[config.mk]
export PLATFORM = sky130hd
export DESIGN_NAME = if_fetch_queue
export DESIGN_NICKNAME = d
export VERILOG_FILES = /design/src/rtl/if_fetch_queue_pkg.sv /design/src/rtl/fetch_fifo.sv /design/src/rtl/if_fetch_queue.sv
export SDC_FILE = /design/constraint.sdc
export NUM_CORES = 1
export LEC_CHECK = 0
export ABC_AREA = 1
export CAP_MARGIN = 20
export CORE_MARGIN = 2
export CORE_UTILIZATION = 41
export CTS_CLUSTER_DIAMETER = 60
export DETAILED_ROUTE_END_ITERATION = 10
export GPL_ROUTABILITY_DRIVEN = 1
export PLACE_DENSITY_LB_ADDON = 0.3
export SYNTH_ARGS = -nofsm -noshare
export SYNTH_HDL_FRONTEND = slang
export SYNTH_SLANG_ARGS = --single-unit
[constraint.sdc]
create_clock -name clk -period 5.1 [get_ports clk]
set_input_delay 1.02 -clock clk [delete_from_list [all_inputs] [get_ports clk]]
set_output_delay 1.02 -clock clk [all_outputs]
set_load 0.02 [all_outputs]
[src/rtl/if_fetch_queue_pkg.sv]
// Shared constants and types for the fetch queue between the PC/ROM stage and ID.
// Holds the reset, chip-enable, stall, zero-word and NOP encodings used by the pipeline.
package if_fetch_queue_pkg;

    localparam logic        RST_ENABLE    = 1'b1;
    localparam logic        CHIP_ENABLE   = 1'b1;
    localparam logic        STOP          = 1'b1;
    localparam int          INST_ADDR_BUS = 32;
    localparam int          INST_BUS      = 32;
    localparam logic [31:0] ZERO_WORD     = 32'h0;
    localparam logic [31:0] NOP_INST      = 32'h0;

    // Where the ID registers take their next value from.
    typedef enum logic [1:0] {
        ID_HOLD,
        ID_BYPASS,
        ID_DEQUEUE,
        ID_BUBBLE
    } id_src_e;

endpackage

[src/rtl/fetch_fifo.sv]
// Synchronous FIFO holding {pc, inst} pairs while decode is stalled.
// The read data is the current head entry; pop advances past it.
module fetch_fifo #(
    parameter int DEPTH = 2,
    parameter int WIDTH = 64
) (
    input  logic                   clk,
    input  logic                   rst,
    input  logic                   push,
    input  logic                   pop,
    input  logic                   clear,
    input  logic [WIDTH-1:0]       din,
    output logic [WIDTH-1:0]       dout,
    output logic [$clog2(DEPTH):0] count
);

    localparam int PTR_W = $clog2(DEPTH);
    localparam int CNT_W = PTR_W + 1;

    logic [WIDTH-1:0] mem [DEPTH];
    logic [PTR_W-1:0] head;
    logic [PTR_W-1:0] tail;

    always_ff @(posedge clk) begin
        if (push) begin
            mem[tail] <= din;
        end
    end

    // Pointers wrap naturally at DEPTH because DEPTH is a power of two.
    always_ff @(posedge clk) begin
        if (rst || clear) begin
            head  <= '0;
            tail  <= '0;
            count <= '0;
        end else begin
            if (push) begin
                tail <= tail + PTR_W'(1);
            end
            if (pop) begin
                head <= head + PTR_W'(1);
            end
            if (push && !pop) begin
                count <= count + CNT_W'(1);
            end else if (pop && !push) begin
                count <= count - CNT_W'(1);
            end
        end
    end

    assign dout = mem[head];

endmodule

[src/rtl/if_fetch_queue.sv]
// Fetch-side buffer replacing the IF/ID latch: pairs ROM data with its PC,
// queues pairs while ID stalls, and requests a PC stall before the queue overflows.
module if_fetch_queue
    import if_fetch_queue_pkg::*;
#(
    parameter int DEPTH  = 2,
    parameter int ADDR_W = INST_ADDR_BUS,
    parameter int INST_W = INST_BUS
) (
    input  logic              clk,
    input  logic              rst,
    input  logic [ADDR_W-1:0] if_pc_i,
    input  logic              if_ce_i,
    input  logic [INST_W-1:0] rom_inst_i,
    input  logic [5:0]        stall,
    input  logic              flush,
    output logic [ADDR_W-1:0] id_pc,
    output logic [INST_W-1:0] id_inst,
    output logic              id_valid,
    output logic              stallreq_if
);

    localparam int                CNT_W    = $clog2(DEPTH) + 1;
    localparam int                ENTRY_W  = ADDR_W + INST_W;
    localparam logic [CNT_W:0]    CAPACITY = (CNT_W + 1)'(DEPTH);

    logic                inflight;
    logic [ADDR_W-1:0]   req_pc;
    logic [CNT_W-1:0]    count;
    logic [CNT_W:0]      occupancy;
    logic [ENTRY_W-1:0]  head_entry;
    logic                issue;
    logic                empty;
    logic                id_take;
    logic                bypass;
    logic                push;
    logic                pop;
    logic                unused_stall;
    id_src_e             id_src;

    assign issue   = (if_ce_i == CHIP_ENABLE) && (stall[0] != STOP) && !flush;
    assign empty   = (count == '0);
    assign id_take = (stall[2] != STOP);
    assign bypass  = inflight && empty && id_take;
    assign push    = inflight && !bypass && !flush;
    assign pop     = id_take && !empty && !flush;

    // The in-flight request counts against capacity so its response always has a slot.
    assign occupancy   = {1'b0, count} + {{CNT_W{1'b0}}, inflight};
    assign stallreq_if = (occupancy >= CAPACITY);

    assign unused_stall = ^{stall[5:3], stall[1]};

    always_ff @(posedge clk) begin
        if (rst == RST_ENABLE) begin
            inflight <= 1'b0;
            req_pc   <= '0;
        end else begin
            inflight <= issue;
            if (issue) begin
                req_pc <= if_pc_i;
            end
        end
    end

    fetch_fifo #(
        .DEPTH (DEPTH),
        .WIDTH (ENTRY_W)
    ) u_fifo (
        .clk   (clk),
        .rst   (rst),
        .push  (push),
        .pop   (pop),
        .clear (flush),
        .din   ({req_pc, rom_inst_i}),
        .dout  (head_entry),
        .count (count)
    );

    // Queued entries go first so that a fresh arrival never overtakes older fetches.
    always_comb begin
        id_src = ID_HOLD;
        if (id_take) begin
            if (!empty) begin
                id_src = ID_DEQUEUE;
            end else if (inflight) begin
                id_src = ID_BYPASS;
            end else begin
                id_src = ID_BUBBLE;
            end
        end
    end

    always_ff @(posedge clk) begin
        if (rst == RST_ENABLE) begin
            id_pc    <= ADDR_W'(ZERO_WORD);
            id_inst  <= INST_W'(NOP_INST);
            id_valid <= 1'b0;
        end else if (flush) begin
            id_inst  <= INST_W'(NOP_INST);
            id_valid <= 1'b0;
        end else begin
            case (id_src)
                ID_DEQUEUE: begin
                    id_pc    <= head_entry[ENTRY_W-1:INST_W];
                    id_inst  <= head_entry[INST_W-1:0];
                    id_valid <= 1'b1;
                end
                ID_BYPASS: begin
                    id_pc    <= req_pc;
                    id_inst  <= rom_inst_i;
                    id_valid <= 1'b1;
                end
                ID_BUBBLE: begin
                    id_inst  <= INST_W'(NOP_INST);
                    id_valid <= 1'b0;
                end
                default: begin
                end
            endcase
        end
    end

endmodule

* Word level (Yosys, flattened, before mapping)
Memories as Yosys holds them, arrays and structs flattened. A register that Yosys moved wholly into a read port is not among the register bits.
Index checks and enable logic that the tools add are counted.
** Storage, ports and cells
- Logic and storage cells :: 57
- Memories kept :: 1
- Output and inout port bits :: 66
- Bits of input ports :: 74
- Register bits after elaboration :: 102
- Memory bits (writable) :: 128
** Operators by class
- Eq/ne operators :: 3
- Magnitude comparators :: 1
- Add/subtract/negate cells :: 5
- Reduce and logical (&&, ||, !) cells :: 24
- Mux-type cells :: 12
- Bitwise logic cells :: 3
** Memories
- u_fifo.mem :: words 2, width 64, rd ports 1, clocked after Yosys merged registers in 1, wr ports 1, RTL line fetch_fifo.sv:20 : logic [WIDTH-1:0] mem [DEPTH];
** Operators with widths (count)
- 32-bit one-hot mux with 3 select lines :: 1
- 32-bit one-hot mux with 2 select lines :: 1
- 1-bit logical AND :: 10
- 2-bit 2-to-1 mux :: 5
- 2-bit nonzero test :: 3
- 1-bit logical NOT :: 5
- 2-bit equality test, second input constant :: 2
- 1-bit 2-to-1 mux :: 4
- 2-bit OR reduction :: 2
- 2-bit by 1-bit adder with 3-bit output :: 1
- 3-bit by 2-bit greater-or-equal comparator with 1-bit output, second input constant :: 1
- 1-bit NOT :: 3
- 3-bit nonzero test :: 1
- 1-bit adder, second input constant :: 2
- 2-bit by 1-bit adder with 2-bit output, second input constant :: 1
- 2-bit by 1-bit equality test with 1-bit output, second input constant :: 1
- 2-bit logical NOT :: 1
- 1-bit one-hot mux with 2 select lines :: 1
- 2-bit AND reduction :: 1
- 2-bit by 1-bit subtractor with 2-bit output, second input constant :: 1
- 1-bit logical OR :: 1

* Logic depth before layout (Yosys ltp)
- Depth in word-level cells :: 10
- Mapped depth :: 13
- Depth with buffers taken out :: 11

* Cells and area by module
A second synthesis with hierarchy kept.
** Second synthesis, totals
- Cell total of the unflattened synthesis :: 940
- Area, all modules :: 9890.7 µm²
** Modules (own cells, without submodules)
- fetch_fifo :: area an instance 5146.2 µm², times used 1, sequential area each 3943.8 µm², cells an instance 232
- if_fetch_queue :: area an instance 4744.6 µm², times used 1, sequential area each 1961.9 µm², cells an instance 708

* Worst setup path before layout
OpenSTA, ideal clock, no wires.
- Path type :: input to register
- Start :: in stall[2]
- End :: mem u_fifo.mem[0][0], enable pin
- Required time :: 4.614 ns
- Buffers on the path :: 0
- Arrival time :: 3.942 ns
- Setup time :: 0.486 ns
- Setup slack :: 0.672 ns
- Stages :: 4
- Cells stage by stage :: inv_2 > nand2_2 > nand2_1 > nor2_1
** Between the ends
- Longest elaborated chain between the ends :: 7
** Ends and longest elaborated chain
- from (decl) :: RTL line if_fetch_queue.sv:15 : input logic [5:0] stall,
- 1-bit NOT :: RTL line if_fetch_queue.sv:43 : assign id_take = (stall[2] != STOP);
- 1-bit logical AND :: RTL line if_fetch_queue.sv:44 : assign bypass = inflight && empty && id_take;
- 1-bit logical NOT :: RTL line if_fetch_queue.sv:45 : assign push = inflight && !bypass && !flush;
- 1-bit logical AND (2 in series) :: RTL line if_fetch_queue.sv:45
- 1-bit 2-to-1 mux :: RTL line fetch_fifo.sv:25 : if (push) begin
- 1-bit 2-to-1 mux (implied by the code) :: RTL line fetch_fifo.sv:26 : mem[tail] <= din;
- to (decl) :: RTL line fetch_fifo.sv:20
Every way passes these cells.

* Final worst setup path
- Start :: in stall[2]
- End :: reg id_inst[14]
** Between the ends
- Longest elaborated chain between the ends :: 3
- Elaborated cells between the ends (all ways) :: 6
- Those cells by class :: eq/ne (3); mux (2); reduce/logical (1)
** Ends and longest elaborated chain
- 2-bit 2-to-1 mux (*) :: RTL line if_fetch_queue.sv:83 : if (id_take) begin
- 2-bit equality test / 2-bit by 1-bit equality test with 1-bit output (equally long branches) :: RTL line if_fetch_queue.sv:103 : case (id_src)
- 32-bit one-hot mux with 3 select lines / 3-bit nonzero test (equally long branches)
- to (signal assigned) :: RTL line if_fetch_queue.sv:100 : id_inst <= INST_W'(NOP_INST);
- to (signal assigned) :: RTL line if_fetch_queue.sv:106 : id_inst <= head_entry[INST_W-1:0];
- to (signal assigned) :: RTL line if_fetch_queue.sv:111 : id_inst <= rom_inst_i;
- to (decl) :: RTL line if_fetch_queue.sv:18 : output logic [INST_W-1:0] id_inst,
Mark *: on every way between the ends. The rest lies on a longest branch, timed or not.
A chain may end at the register's enable or synchronous reset.

==> results_dict.tcl <==
set metrics [dict create \
    crit_path_end_kind "flip-flop" \
    finalSetupTns_ns 0 \
    gp_congestion 0.7672 \
    num_vias 7299 \
    crit_required_ns 5.56 \
    grt_overflow 0 \
    grt_max_degree 66 \
    synth_top_family_by_area "simple AND/OR/NAND/NOR gates" \
    cts_max_level 1 \
    drc_errors 0 \
    nFillCells 2113 \
    synth_top_area_share_pct 40.21 \
    fp.dieArea_um2 24550 \
    status "finished, final reports clean" \
    fmaxAchievable_mhz 300.3 \
    dr.pass1.iters 5 \
    synthCells 1113 \
    wire_per_inst_um 13.82 \
    yosys.area.top_type "edfxtp_1" \
    fin_skew_ns 0.008335 \
    pin_count 140 \
    drt_iter0_drc 539 \
    detail_route.vias_per_cell 4.658 \
    antenna_cells 0 \
    ir_drop_mv 0.2464 \
    coreArea_um2 22780 \
    p_per_area_nw_per_um2 349.2 \
    synthMuxAreaShare_pct 0 \
    drv_slew 0 \
    rsz0062_at_grt "no" \
    setup_violations 0 \
    mostFrequentLayoutCell "nand2_1" \
    synth_seq_area_share_pct 61.79 \
    min_period_ns 3.330 \
    post_cts_buffers 0 \
    synthAdderAreaFrac_pct 0.5236 \
    hold_viol 0 \
    synth-compound-area-share_pct 5.315 \
    power_leakage_nw 5.392 \
    cp.arrival_ns 3.79 \
    cts_tree "done" \
    final_area_um2 12020 \
    cts_buffers 26 \
    grt_usage_pct 17.58 \
    clk_latency_ns 0.51 \
    synthToLayoutAreaGrowth_pct 25.76 \
    synth_xor_area_share_pct 0 \
    cts-hold-fix-buffers 0 \
    num-nets-final 1312 \
    place_area_um2 11180 \
    grt_pass1_vias 6853 \
    startpoint_type "primary input" \
    multiInputGateArea_um2 2942 \
    synthesis.area_um2 9558 \
    finish.utilization_pct 52.77 \
    syn_nets 1191 \
    syn_avg_cell_area_um2 8.588 \
    dp_hpwl_um 12320 \
    portBuffers 135 \
    layout_common_cells "361 x nand2_1, 171 x nor2_1, 135 x clkdlybuf4s50_1, 128 x edfxtp_1, 105 x inv_1" \
    max_cap_viol_count 0 \
    die_h_um 156.7 \
    postRouteAntennaNets 0 \
    synth_area_leaders "edfxtp_1 40%, dfxtp_1 22%, nand2_1 14%, nor2_1 6.8%, inv_1 4.2%" \
    grt_pass1_wl_um 34610 \
    crit_path_max_fanout 44 \
    synth_simple_gate_area_share_pct 24.86 \
    setup.worst_path.class "in -> reg" \
    antenna_found_initial 0 \
    die_x_um 156.7 \
    timing.slew.headroom_pct 44.60 \
    wirelength_um 21660 \
    path_clk_slew_ns 0.06 \
    cts-resized-gates 0 \
    whs_ns 0.4469 \
    ys_types 21 \
    worst_pin_slew_ns 0.8310 \
    yosys_warnings 0 \
    start_util_pct 41.96 \
    clock_sinks 231 \
    hp-class "reg -> reg" \
    regArea_um2 5907 \
    clk_path_buf_depth 3 \
    ys_ff_latch 231 \
    total_power_mw 4.197 \
    rows 55 \
    drive_above_1_share_pct 5.423 \
    period_share_pct 65.30 \
    cts-root-buf "clkbuf_16" \
]
[metrics by stage]
step | instances | setup WS [ns]
global placement | 1517 | 1.250
global route | 1567 | 1.567
floorplan | 1113 | 0.6724
finish | 1567 | 1.770
CTS | 1566 | 1.764
detailed placement | 1518 | 1.225
[power by group]
| part | leakage, nW | internal [mW] | switching (mW) | total [mW] |
|---|---|---|---|---|
| Combinational | 2.98 | 0.173 | 0.220 | 0.393 |
| Sequential | 2.01 | 2.02 | 0.0273 | 2.04 |
| Clock | 0.399 | 1.05 | 0.714 | 1.76 |
[sequential cells by signal, summed over array words and instances, names as in the netlist, named ones only]
register,cells
id_pc,32
u_fifo.tail,1
id_valid,1
req_pc,32
u_fifo.mem,128
u_fifo.count,2
inflight,1
id_inst,32
u_fifo.head,1
[path summary, 6_finish.rpt]
path	cells past startpoint	slack, ns	start	end
worst max-delay path	12	1.77	stall[2]	id_inst[14]
worst min-delay path	0	0.45	req_pc[26]	u_fifo.mem[1][58]
worst max register to register	11	2.05	u_fifo.count[1]	id_pc[12]
worst min register to register	0	0.45	req_pc[26]	u_fifo.mem[1][58]
[kinds of logic (layout without fill, tap and decap cells)]
logic type | after synthesis | in the layout
AOI/OAI and AO/OA | 101 | 101
adders and majority gates | 4 | 4
buffers and inverters | 173 | 314
DFF | 231 | 231
and+or+nand+nor | 604 | 604
[Yosys cell counts, drive strengths merged]
| cell | count |
|---|---|
| nand2 | 362 |
| nor2 | 175 |
| edfxtp | 128 |
| inv | 111 |
| dfxtp | 103 |
| o21ai | 67 |
| nand3 | 65 |
| buf | 35 |
| a21oi | 33 |
| clkbuf | 26 |
| ha | 4 |
| nand3b | 2 |
| a211oi | 1 |
| clkinv | 1 |
[final cells by class]
type | count | share of cell area, %
tap | 313 | 3.258
sequential | 231 | 49.14
multi-input combinational | 709 | 24.47
timing repair buffer | 154 | 12.80
clock buffer | 41 | 6.485
clock inverter | 7 | 0.3331
inverter | 112 | 3.508
[routing by layer]
metal | wire length (um) | global-route usage (%) | up-vias | share of wire, %
met1 | 10010 | 23.52 | 3310 | 46
met3 | 1275 | 3.129 | 32 | 5.9
met4 | 391 | 4.238 | 0 | 1.8
met5 | 0 | 0 | - | 0
met2 | 9977 | 29.73 | 208 | 46
li1 | - | - | 3749 | -
[worst max-delay path, cell delays in order]
cell,delay [ns]
clkdlybuf4s50_1,0.46
inv_2,0.18
buf_4,0.37
nand2_2,0.09
buf_4,0.28
ha_1,0.25
inv_2,0.30
buf_4,0.50
nor2_1,0.08
nor2_1,0.12
nand2_1,0.06
inv_1,0.04
(Power assumes the default switching activity.)
